### src/rtl/uart_ram_sequencer.sv
// uart_ram_sequencer
//   UART-side sequencer for the shared image RAM. Loads an image streamed in
//   over UART RX, hands the RAM to the downsampling processor, then reads the
//   result back and streams it out over UART TX. Owns the RAM mux select.
//
// Ports
//   clk, rst              system clock, synchronous active-high reset
//   rx_data, rx_valid     received UART byte and its one-cycle strobe
//   proc_done             processor finished (level or pulse)
//   tx_busy               UART TX busy, rises the cycle after tx_start
//   ram_q                 RAM read data, one cycle after the address
//   ram_addr, ram_wdata   UART-side RAM address / write data
//   ram_wr_en             UART-side RAM write enable
//   select                mux select: 0 = UART side, 1 = processor
//   proc_start            one-cycle processor start pulse
//   tx_data, tx_start     byte to transmit and its one-cycle start pulse
//   done                  dump complete, held until reset
//
// state  | meaning
// S_LOAD | write each received byte to RAM at index
// S_PROC | RAM handed to processor; wait for proc_done
// S_RD   | present DUMP_BASE+index to RAM
// S_RDW  | RAM read latency
// S_TX   | wait for TX idle, launch byte
// S_TXG  | guard cycle while tx_busy rises
// S_TXW  | wait for TX idle, advance index
// S_DONE | dump finished, idle until reset

module uart_ram_sequencer #(
    parameter int unsigned LOAD_BYTES = 65536,
    parameter int unsigned DUMP_BYTES = 16384,
    parameter logic [15:0] DUMP_BASE  = 16'h0000
) (
    input  logic        clk,
    input  logic        rst,
    input  logic [7:0]  rx_data,
    input  logic        rx_valid,
    input  logic        proc_done,
    input  logic        tx_busy,
    input  logic [7:0]  ram_q,
    output logic [15:0] ram_addr,
    output logic [7:0]  ram_wdata,
    output logic        ram_wr_en,
    output logic        select,
    output logic        proc_start,
    output logic [7:0]  tx_data,
    output logic        tx_start,
    output logic        done
);

    typedef enum logic [2:0] {
        S_LOAD, S_PROC, S_RD, S_RDW, S_TX, S_TXG, S_TXW, S_DONE
    } state_t;

    localparam logic [16:0] LOAD_LAST = 17'(LOAD_BYTES - 1);
    localparam logic [16:0] DUMP_END  = 17'(DUMP_BYTES);

    state_t      state, state_nxt;
    logic [16:0] index, index_nxt, index_inc;
    logic [15:0] ram_addr_nxt;
    logic [7:0]  ram_wdata_nxt, tx_data_nxt;
    logic        ram_wr_en_nxt, select_nxt, proc_start_nxt, tx_start_nxt, done_nxt;

    always_ff @(posedge clk) begin
        if (rst) begin
            state      <= S_LOAD;
            index      <= '0;
            ram_addr   <= '0;
            ram_wdata  <= '0;
            ram_wr_en  <= 1'b0;
            select     <= 1'b0;
            proc_start <= 1'b0;
            tx_data    <= '0;
            tx_start   <= 1'b0;
            done       <= 1'b0;
        end else begin
            state      <= state_nxt;
            index      <= index_nxt;
            ram_addr   <= ram_addr_nxt;
            ram_wdata  <= ram_wdata_nxt;
            ram_wr_en  <= ram_wr_en_nxt;
            select     <= select_nxt;
            proc_start <= proc_start_nxt;
            tx_data    <= tx_data_nxt;
            tx_start   <= tx_start_nxt;
            done       <= done_nxt;
        end
    end

    always_comb begin
        state_nxt      = state;
        index_nxt      = index;
        index_inc      = index + 17'd1;
        ram_addr_nxt   = ram_addr;
        ram_wdata_nxt  = ram_wdata;
        ram_wr_en_nxt  = 1'b0;
        select_nxt     = select;
        proc_start_nxt = 1'b0;
        tx_data_nxt    = tx_data;
        tx_start_nxt   = 1'b0;
        done_nxt       = done;

        case (state)
            S_LOAD: begin
                if (rx_valid) begin
                    ram_wr_en_nxt = 1'b1;
                    ram_addr_nxt  = index[15:0];
                    ram_wdata_nxt = rx_data;
                    if (index == LOAD_LAST) begin
                        index_nxt = '0;
                        state_nxt = S_PROC;
                    end else begin
                        index_nxt = index_inc;
                    end
                end
            end
            S_PROC: begin
                // The first cycle here carries the final load write, so the
                // handoff waits one cycle and select low doubles as the
                // "entry not yet done" marker. proc_done is honoured only
                // once the processor has actually been started.
                if (!select) begin
                    select_nxt     = 1'b1;
                    proc_start_nxt = 1'b1;
                end else if (proc_done) begin
                    select_nxt   = 1'b0;
                    ram_addr_nxt = DUMP_BASE + index[15:0];
                    state_nxt    = S_RD;
                end
            end
            S_RD: begin
                ram_addr_nxt = DUMP_BASE + index[15:0];
                state_nxt    = S_RDW;
            end
            S_RDW: begin
                state_nxt = S_TX;
            end
            S_TX: begin
                if (!tx_busy) begin
                    tx_data_nxt  = ram_q;
                    tx_start_nxt = 1'b1;
                    state_nxt    = S_TXG;
                end
            end
            S_TXG: begin
                state_nxt = S_TXW;
            end
            S_TXW: begin
                if (!tx_busy) begin
                    index_nxt = index_inc;
                    if (index_inc == DUMP_END) begin
                        done_nxt   = 1'b1;
                        select_nxt = 1'b0;
                        state_nxt  = S_DONE;
                    end else begin
                        ram_addr_nxt = DUMP_BASE + index_inc[15:0];
                        state_nxt    = S_RD;
                    end
                end
            end
            S_DONE: begin
                done_nxt   = 1'b1;
                select_nxt = 1'b0;
            end
            default: begin
                state_nxt = S_LOAD;
            end
        endcase
    end

endmodule

### config.mk
export PLATFORM = sky130hd
export DESIGN_NAME = uart_ram_sequencer
export DESIGN_NICKNAME = d
export VERILOG_FILES = /design/src/rtl/uart_ram_sequencer.sv
export SDC_FILE = /design/constraint.sdc
export NUM_CORES = 1
export LEC_CHECK = 0
export CORE_AREA = 2 2 87 89
export DETAILED_ROUTE_END_ITERATION = 16
export DIE_AREA = 0 0 89 91
export GPL_ROUTABILITY_DRIVEN = 0
export HOLD_SLACK_MARGIN = 0.05
export PLACE_DENSITY = 0.81
export SYNTH_ARGS = -nofsm -noshare
export SYNTH_HDL_FRONTEND = slang
export SYNTH_SLANG_ARGS = --single-unit
### constraint.sdc
create_clock -name clk -period 2.85 [get_ports clk]
set_input_delay 0.4275 -clock clk [delete_from_list [all_inputs] [get_ports clk]]
set_output_delay 0.4275 -clock clk [all_outputs]
set_load 0.03 [all_outputs]
# ---- Yosys cells after proc, flatten, opt, wreduce, memory -nomap -nowiden
# Index checks and enable logic that the tools add are counted.
dict set report word_totals {
  reg_bits 57
  latch_bits 0
  ramBits 0
  mem_bits_ro 0
  input_bits 21
  output_inout_bits 37
  word_cells 77
  mem_count 0
}
dict set report op_classes {
  n_addsub 1
  multipliers 0
  div 0
  n_lt_le_gt_ge 0
  eq_ne 17
  shift 0
  muxes 29
  bitwise 4
  reduce_logical 16
}
# op n
set ops {}
lappend ops {{16-bit 2-to-1 mux} 5}
lappend ops {{16-bit one-hot mux with 4 select lines} 1}
lappend ops {{17-bit 2-to-1 mux} 3}
lappend ops {{17-bit one-hot mux with 2 select lines} 1}
lappend ops {{3-bit 2-to-1 mux} 7}
lappend ops {{3-bit one-hot mux with 7 select lines} 1}
lappend ops {{17-bit by 1-bit adder with 17-bit output, second input constant} 1}
lappend ops {{17-bit by 15-bit equality test with 1-bit output, second input constant} 1}
lappend ops {{17-bit by 16-bit equality test with 1-bit output, second input constant} 1}
lappend ops {{2-bit != test, second input constant} 8}
lappend ops {{3-bit equality test, second input constant} 4}
lappend ops {{1-bit 2-to-1 mux} 9}
lappend ops {{3-bit AND reduction} 3}
lappend ops {{7-bit AND reduction} 1}
lappend ops {{7-bit nonzero test} 1}
lappend ops {{3-bit by 2-bit equality test with 1-bit output, second input constant} 2}
lappend ops {{6-bit AND reduction} 1}
lappend ops {{2-bit OR reduction} 3}
lappend ops {{1-bit inverter} 4}
lappend ops {{2-bit AND reduction} 2}
lappend ops {{2-bit nonzero test} 2}
lappend ops {{4-bit nonzero test} 1}
lappend ops {{3-bit by 1-bit equality test with 1-bit output, second input constant} 1}
lappend ops {{3-bit zero test} 1}
lappend ops {{other kinds (3)} 3}

# ---- Longest topological paths before layout
# Gate-level depths: netlist of the first run.
dict set report logic_depth {
  depth_word 5
  depth_mapped 15
  depth_no_buf 12
}

# ---- Worst setup path after synthesis of the first run
# OpenSTA, ideal clock, no wires.
dict set report synth_path {
  path_kind {flip-flop to flip-flop}
  start {register index[1]}
  end {register ram_addr[9]}
  setup_ps 75
  t_arrival_ps 2835
  required_ps 2775
  setup_slack_ps -60
  stages_incl_launch_ff 16
  n_path_buf 3
  period_less_slack_ps 2910
  path_cell_list {dfxtp_1 > ha_1 > buf_2 > nand4_1 > nor4b_1 > nand3_1 > inv_1 > ha_1 > nand4_1 > a21oi_1 > o22ai_2 > nor4_4 > buf_6 > buf_12 > nand3_1 > a31oi_1}
}
dict set report synth_between {
  elab_chain_cells 4
  word_cells_on_any_way 7
  cone_classes {1 x add/sub; 2 x eq/ne; 3 x mux; 1 x reduce/logical}
}
# item line_no
set synth_lines {}
lappend synth_lines {{from (decl)} 59} ;# logic [16:0] index, index_nxt, index_inc;
lappend synth_lines {{from (signal assigned)} 78} ;# index <= index_nxt;
lappend synth_lines {{17-bit by 1-bit adder with 17-bit output *} 93} ;# index_inc = index + 17'd1;
lappend synth_lines {{17-bit by 15-bit equality test with 1-bit output / 16-bit 2-to-1 mux (equally long branches)} 151} ;# if (index_inc == DUMP_END) begin
lappend synth_lines {{2-bit != test (no source line) / 16-bit 2-to-1 mux (equally long branches)} -}
lappend synth_lines {{6-bit AND reduction (no source line) / 16-bit one-hot mux with 4 select lines (equally long branches)} -}
lappend synth_lines {{to (signal assigned)} 79} ;# ram_addr <= ram_addr_nxt;
lappend synth_lines {{to (decl)} 41} ;# output logic [15:0] ram_addr,
# Every way passes the cells marked *; elsewhere a longest branch is shown, timed or not. The select of a mux whose other input is x is not followed.
# A chain may end at the register's enable or synchronous reset.

# ---- Worst setup path after layout of the first run
dict set report layout_path {
  start {register index[12]}
  end {register ram_addr[3]}
}
dict set report layout_between {
  elab_chain_cells 4
}
# item line_no
set layout_lines {}
lappend layout_lines {{17-bit by 1-bit adder with 17-bit output} 93}
lappend layout_lines {{17-bit by 15-bit equality test with 1-bit output} 151}
lappend layout_lines {{2-bit != test (no source line)} -}
lappend layout_lines {{6-bit AND reduction (no source line)} -}
# No other way between the ends.

==> impl_results.md, run 1 <==
* CTS root buf: clkbuf_8
* Drt total wl at between 8 and 9 mm
* Critical path's largest stage delay at 0.45 ns
* Clk_skew at 0.0111 ns
* Pwr Density at ~570 nW/um^2
* GRT Total Usage at 0.221
* Mapped Cells at 415
* Ys async rst share at 0
* Reg-to-Reg Start: index[12]
* DR vias at 3274
* WHS Endpoint: tx_data[7]
* Met3 Track Usage GR at 0.0745
* DRC viols at 0
* Met1 Use GR at 0.272
* Yosys top cell by area: dfxtp_1
* Largest net degree at the start of global routing at 39
* CTS tree: yes
* Vias in the first global route at 3066
* # diodes at 0
* RSZ-0062 raised after global routing: yes
* Worst relative slew slack at 0.513
* CP endpoint kind: flip-flop
* Die Width at 89 um
* Reg2reg end: ram_addr[3]
* Lkg Pwr at between 1 and 1.5 nW
* Critical Path AT at 3.04 ns
* I/O Pins at 58
* Routed Antenna Nets at 0
* Crit path kind: flip-flop to flip-flop
* CP max FO at 25
* Yosys warning total at 0
* Synthesis-to-finish area growth at 27.9%
* EDFF count, synth at 0
* Post-synth top area share at 0.341
* Grt total ovfl at 0
* Worst-case reg-to-reg path depth at 12
* Status: complete, no violations
* Hold Violations, Final at 0
* Tmin final at 2.77 ns
* CTS Sinks at 57
* Top cells by area, synth: dfxtp_1 (34%), nand2_1 (6.4%), a21oi_1 (5.2%)
* Initial Util at 0.469
* Design Power at 0.00246 W
* Peak supply drop at 0.347 mV
* FF+latch count, synth at 57
* Type of origin of the critical path: flip-flop
* Min-delay src: tx_data[7]
* Synthesized area at 3350 um^2
* Worst Path Buf+Inv at 2
* Min-delay worst type: flip-flop to flip-flop
* Max-cap violations at 0
* Met2 GRT Util at 0.345
* Die ar. at 8100 um^2
* Hold path depth at 2
* H-tree depth at 3
* Max Slew Vio Count at 0
* Final setup fails at 0
* PortBufs at 57
* Average size of a mapped cell at about 8.1 um^2
* Most used DFF post-synth: dfxtp_1
* Pre-antenna DRT Iters at 4
* Post-place setup slack at 0.0133 ns
* WL/cell at 14.7 um
* Slew of the pin with the lowest slew margin at between 0.7 and 0.8 ns
* Sequential cell area fraction in the yosys report at 0.341
* Worst-path clk slew at 0.08 ns
* Fraction of layout instances using a drive strength above 1 at 0.145
* Longest Clk Path Bufs at 2
* Post-DP HPWL at 5.89 mm
* Layout Nets at ~500
* Placed cells at around 560
* Clk Latency, worst-skew pair at 0.36 ns
* Global-route wire length before repair at 14.2 mm
* Core area at 7140 um^2
* Worst path cell trace: and4_4 > and2_4 > nor4b_4 > nand3_1 > inv_1 > ha_1 > and3_1 > o22ai_4 > nor4_4 > buf_12 > or3_2 > a31oi_1
* Fmax at 361 MHz
* Vias per inst at 5.64
* Yosys cell types at 62
* Final worst slack at 0.0816 ns
* Mapped Nets at 440
* Die Y at about 91 um
* Worst Path Required at 3.12 ns
* Initial antenna violation count at 0
* Slowest CP cell: or3_2
* Top cell family by delay on the critical path: simple AND/OR/NAND/NOR gates
* Non-filler cells in the finished layout at 581
* Hold Buf Count CTS at 0
* Reg2reg setup slack at 0.08 ns
* Busiest grt layer: met2
* CTS Buf Count at 9
* Crit share post-route at 0.971
* Rows at 31
* Initial drt markers at roughly 370
==> flip-flops by register name, indices dropped and copies added, names as in the netlist <==
register	count
index	17
ram_addr	16
ram_wdata	8
tx_data	8
state	3
done	1
proc_start	1
ram_wr_en	1
select	1
tx_start	1
==> where the power goes <==
| part | switching, W | internal [W] |
|---|---|---|
| Sequential | 0.0000552 | 0.000852 |
| Clock | 0.000383 | 0.000501 |
| Combinational | 0.000390 | 0.000275 |
==> stage by stage <==
step | hold slack, ns | util | area [um^2] | TNS, ns
after global placement | 0.441 | 0.563 | 4020 | 0
after global routing | 0.481 | 0.600 | 4280 | -0.131
after floorplan | 0.495 | - | 3360 | 0
final | 0.453 | 0.600 | 4280 | 0
after CTS | 0.456 | 0.596 | 4250 | 0
after detailed placement | 0.446 | 0.563 | 4020 | 0
==> placed cells by master (no fill, tap or decap), types with 3 or more instances in the layout <==
master / count
nand2_1: 57
dfxtp_1: 57
clkdlybuf4s50_1: 56
a21oi_1: 34
buf_4: 29
nand3_1: 28
nor2_1: 27
a31oi_1: 17
xor2_1: 11
a2bb2oi_1: 11
inv_1: 10
xnor2_1: 10
o21ai_0: 10
a211oi_1: 9
clkbuf_8: 9
nand4_1: 8
or3_1: 8
or3_2: 7
nand3b_1: 5
a22oi_1: 5
o21ai_1: 5
a311oi_1: 5
nor4_1: 4
and3_1: 4
nor3_1: 4
ha_1: 4
and4_1: 3
==> layer usage <==
metal / share of wire / wire [um]
met2: 0.46 / 3960
met1: 0.43 / 3640
met3: 0.090 / 771
met5: 0 / 0
met4: 0.021 / 179
==> synthesized netlist by cell type (5+ instances only) <==
master     count
buf_6          5
or3_2          7
xnor2_1       10
buf_2          8
nand2_1       57
a31oi_1       17
dfxtp_1       57
o21ai_1        5
o21ai_0       10
a22oi_1        5
a21oi_1       35
buf_4          8
or3_1          8
nor4_1         5
nand3b_1       5
a311oi_1       5
clkbuf_1      11
nand4_1        8
nor2_1        27
nand3_1       28
a2bb2oi_1     11
xor2_1        11
a211oi_1       9
inv_1         10
==> worst max-delay path by stage <==
stage / cells past startpoint / end / slack (ns) / start
floorplan: 15 / ram_addr[9] / 0.04 / index[1]
global placement: 12 / ram_addr[2] / 0.18 / index[12]
detailed placement: 12 / ram_addr[3] / 0.01 / index[12]
CTS: 12 / ram_addr[3] / 0.03 / index[12]
global route: 12 / ram_addr[3] / -0.05 / index[12]
finish: 12 / ram_addr[3] / 0.08 / index[12]
==> tightest hold or removal path: stages, from the launching register on <==
cell and delay [ns]:
dfxtp_1 0.31, nand2_1 0.05, a21oi_1 0.05
==> logic make-up after synthesis <==
kind of cell | synth area share
mux | 0.00934
compound gates | 0.217
buf+inv | 0.0870
xor+xnor | 0.0597
flops | 0.341
simple gates | 0.271
fa+ha+maj | 0.0149
==> cell type report <==
type | count | area [um^2]
timing repair buffer | 87 | 803
inverter | 10 | 37.5
tap | 99 | 124
sequential | 57 | 1140
fill | 650 | 2850
multi-input combinational | 312 | 1950
clock inverter | 7 | 103
clock buffer | 9 | 124
==> repair_timing <==
item / 4_1_cts / 5_1_grt
resized for setup: 1 / 4
pin swaps: 0 / 2
gates cloned: 0 / 0
setup endpoints to repair: 3 / 15
setup buffers: 0 / 2
(Power assumes the default switching activity.)
==> run 2, diff against run 1 <==
Settings changed: PLACE_DENSITY 0.81 to unset, PLACE_DENSITY_LB_ADDON set to 0.08, SKIP_CTS_REPAIR_TIMING set to 1.
==> impl_results.md, run 2 (same netlist as run 1, synthesis figures left out) <==
* Status: complete, no violations
* I/O Pins at 58
* PortBufs at 57
* Register area at about 1100 um^2
* Synthesis-to-finish area growth at 26.6%
* Fraction of layout instances using a drive strength above 1 at 0.142
* CTS tree: yes
* Tmin final at between 2 and 3 ns
* RSZ-0062 raised after global routing: yes
* Placed cells at approximately 560
* Post-DP HPWL at about 6.1 mm
* Worst relative slew slack at 0.483
* Max Slew Vio Count at 0
* Initial Util at 0.469
* Longest Clk Path Bufs at 2
* Critical Path AT at between 3 and 4 ns
* H-tree depth at 3
* Worst Path Required at 3.10 ns
* DR vias at 3239
* Largest net degree at the start of global routing at 42
* Vias in the first global route at approximately 3000
* Max reg flops at 17
* Crit path kind: flip-flop to flip-flop
* Most frequent cells in the layout: nand2_1 (57), dfxtp_1 (56), clkdlybuf4s50_1 (56)
* CP max FO at 27
* Clk_skew at 0.0132 ns
* CTS Sinks at 57
* Slowest CP cell: or3_2
* # fillers at 684
* Reg-to-Reg Start: index[0]
* Initial antenna violation count at 0
* DRC viols at 0
* WL/cell at between 15 and 20 um
* Routed Antenna Nets at 0
* Drt total wl at 8.75 mm
* Peak supply drop at 0.319 mV
* Worst hold slack at 0.456 ns
* CP endpoint kind: flip-flop
* Slew of the pin with the lowest slew margin at 0.776 ns
* Core area at 7140 um^2
* Largest regs: index: 17 flops, ram_addr: 16 flops
* Min-delay worst type: flip-flop to flip-flop
* Grt total ovfl at 0
* Rows at 31
* Area of the multi-input gates at 1950 um^2
* Critical path's most frequent cell: ha_1
* Layout Nets at 500
* Die Y at 91 um
* Vias per inst at 5.59
* CTS root buf: clkbuf_8
* Lkg Pwr at 1.47 nW
* Initial drt markers at 282
* Max-cap violations at 0
* CTS Buf Count at 9
* Die Width at 89 um
* Commonest non-fill, non-tap cell in the layout: nand2_1
* Type of origin of the critical path: flip-flop
* DP Area at 4000 um^2
* Final setup fails at 0
* Pwr Density at 553 nW/um^2
* GRT Total Usage at 0.228
* Final core occ at 0.594
* Min-delay src: ram_addr[13]
* Worst path cell trace: ha_1 > nand4_1 > nor4b_4 > nand3_1 > inv_1 > ha_1 > and3_1 > o22ai_4 > nor4_4 > buf_12 > or3_2 > a31oi_1
* Clk Latency, worst-skew pair at 0.34 ns
* Pre-antenna DRT Iters at 4
* Die ar. at 8100 um^2
* Hold Violations, Final at 0
* Non-filler cells in the finished layout at 579
* Largest Register: index
* Critical path origin: index[0]
* Fmax at 361 MHz
* Global-route wire length before repair at 14.7 mm
* Worst-path clk slew at 0.08 ns
* Crit share post-route at 0.971
* # diodes at 0
* Setup TNS at 0 ns
* Critical path's largest stage delay at around 0.46 ns
* Final instance area at around 4200 um^2
run 2: changes by cell type in the layout (fill, tap and decap cells not counted), sizes merged:
cell / before / now
clkinvlp: 1 / 2
buf: 31 / 29
clkinv: 2 / 3
bufinv: 2 / 1
inv: 12 / 11
run 2: worst max-delay path, delay by kind of cell (launching register included):
family                     cells  cell delay, ns
AOI/OAI and AO/OA              2            0.36
buffers and inverters          2            0.25
DFF                            1            0.33
adders and majority gates      2            0.40
and+or+nand+nor                6            1.35
run 2: final timing paths:
path / end / slack (ns) / depth (start not counted)
setup / recovery: ram_addr[3] / 0.08 / 12
hold / removal: ram_addr[13] / 0.46 / 2
setup reg to reg: ram_addr[3] / 0.08 / 12
hold reg to reg: ram_addr[13] / 0.46 / 2
run 2: final cells by class:
cell class | count | area share
multi-input cells | 312 | 0.459
flip-flops and latches | 57 | 0.269
repair buffers | 85 | 0.186
clock buffers | 9 | 0.0292
well taps | 99 | 0.0292
clock inverters | 7 | 0.0189
inverters | 10 | 0.00885
run 2: report_power, final:
group | switching [W] | total, W | internal (W)
Sequential | 0.0000564 | 0.000909 | 0.000853
Combinational | 0.000392 | 0.000657 | 0.000265
Clock | 0.000370 | 0.000780 | 0.000410
Total | 0.000819 | 0.00235 | 0.00153
run 2: per-layer routing:
layer / global-route usage / share of wire / wire length (um) / vias to the layer above
li1: - / - / - / 1623
met1: 0.314 / 0.46 / 4060 / 1506
met2: 0.355 / 0.47 / 4140 / 100
met3: 0.0455 / 0.052 / 453 / 10
met4: 0.0721 / 0.011 / 97 / 0
met5: 0 / 0 / 0 / -
run 2: through the flow:
step	total power [W]	setup WS (ns)
after floorplan	0.00137	0.0415
after global placement	0.00157	0.179
after detailed placement	0.00158	0.101
after CTS	0.00236	0.0301
after global routing	0.00247	-0.0785
final	0.00235	0.0819
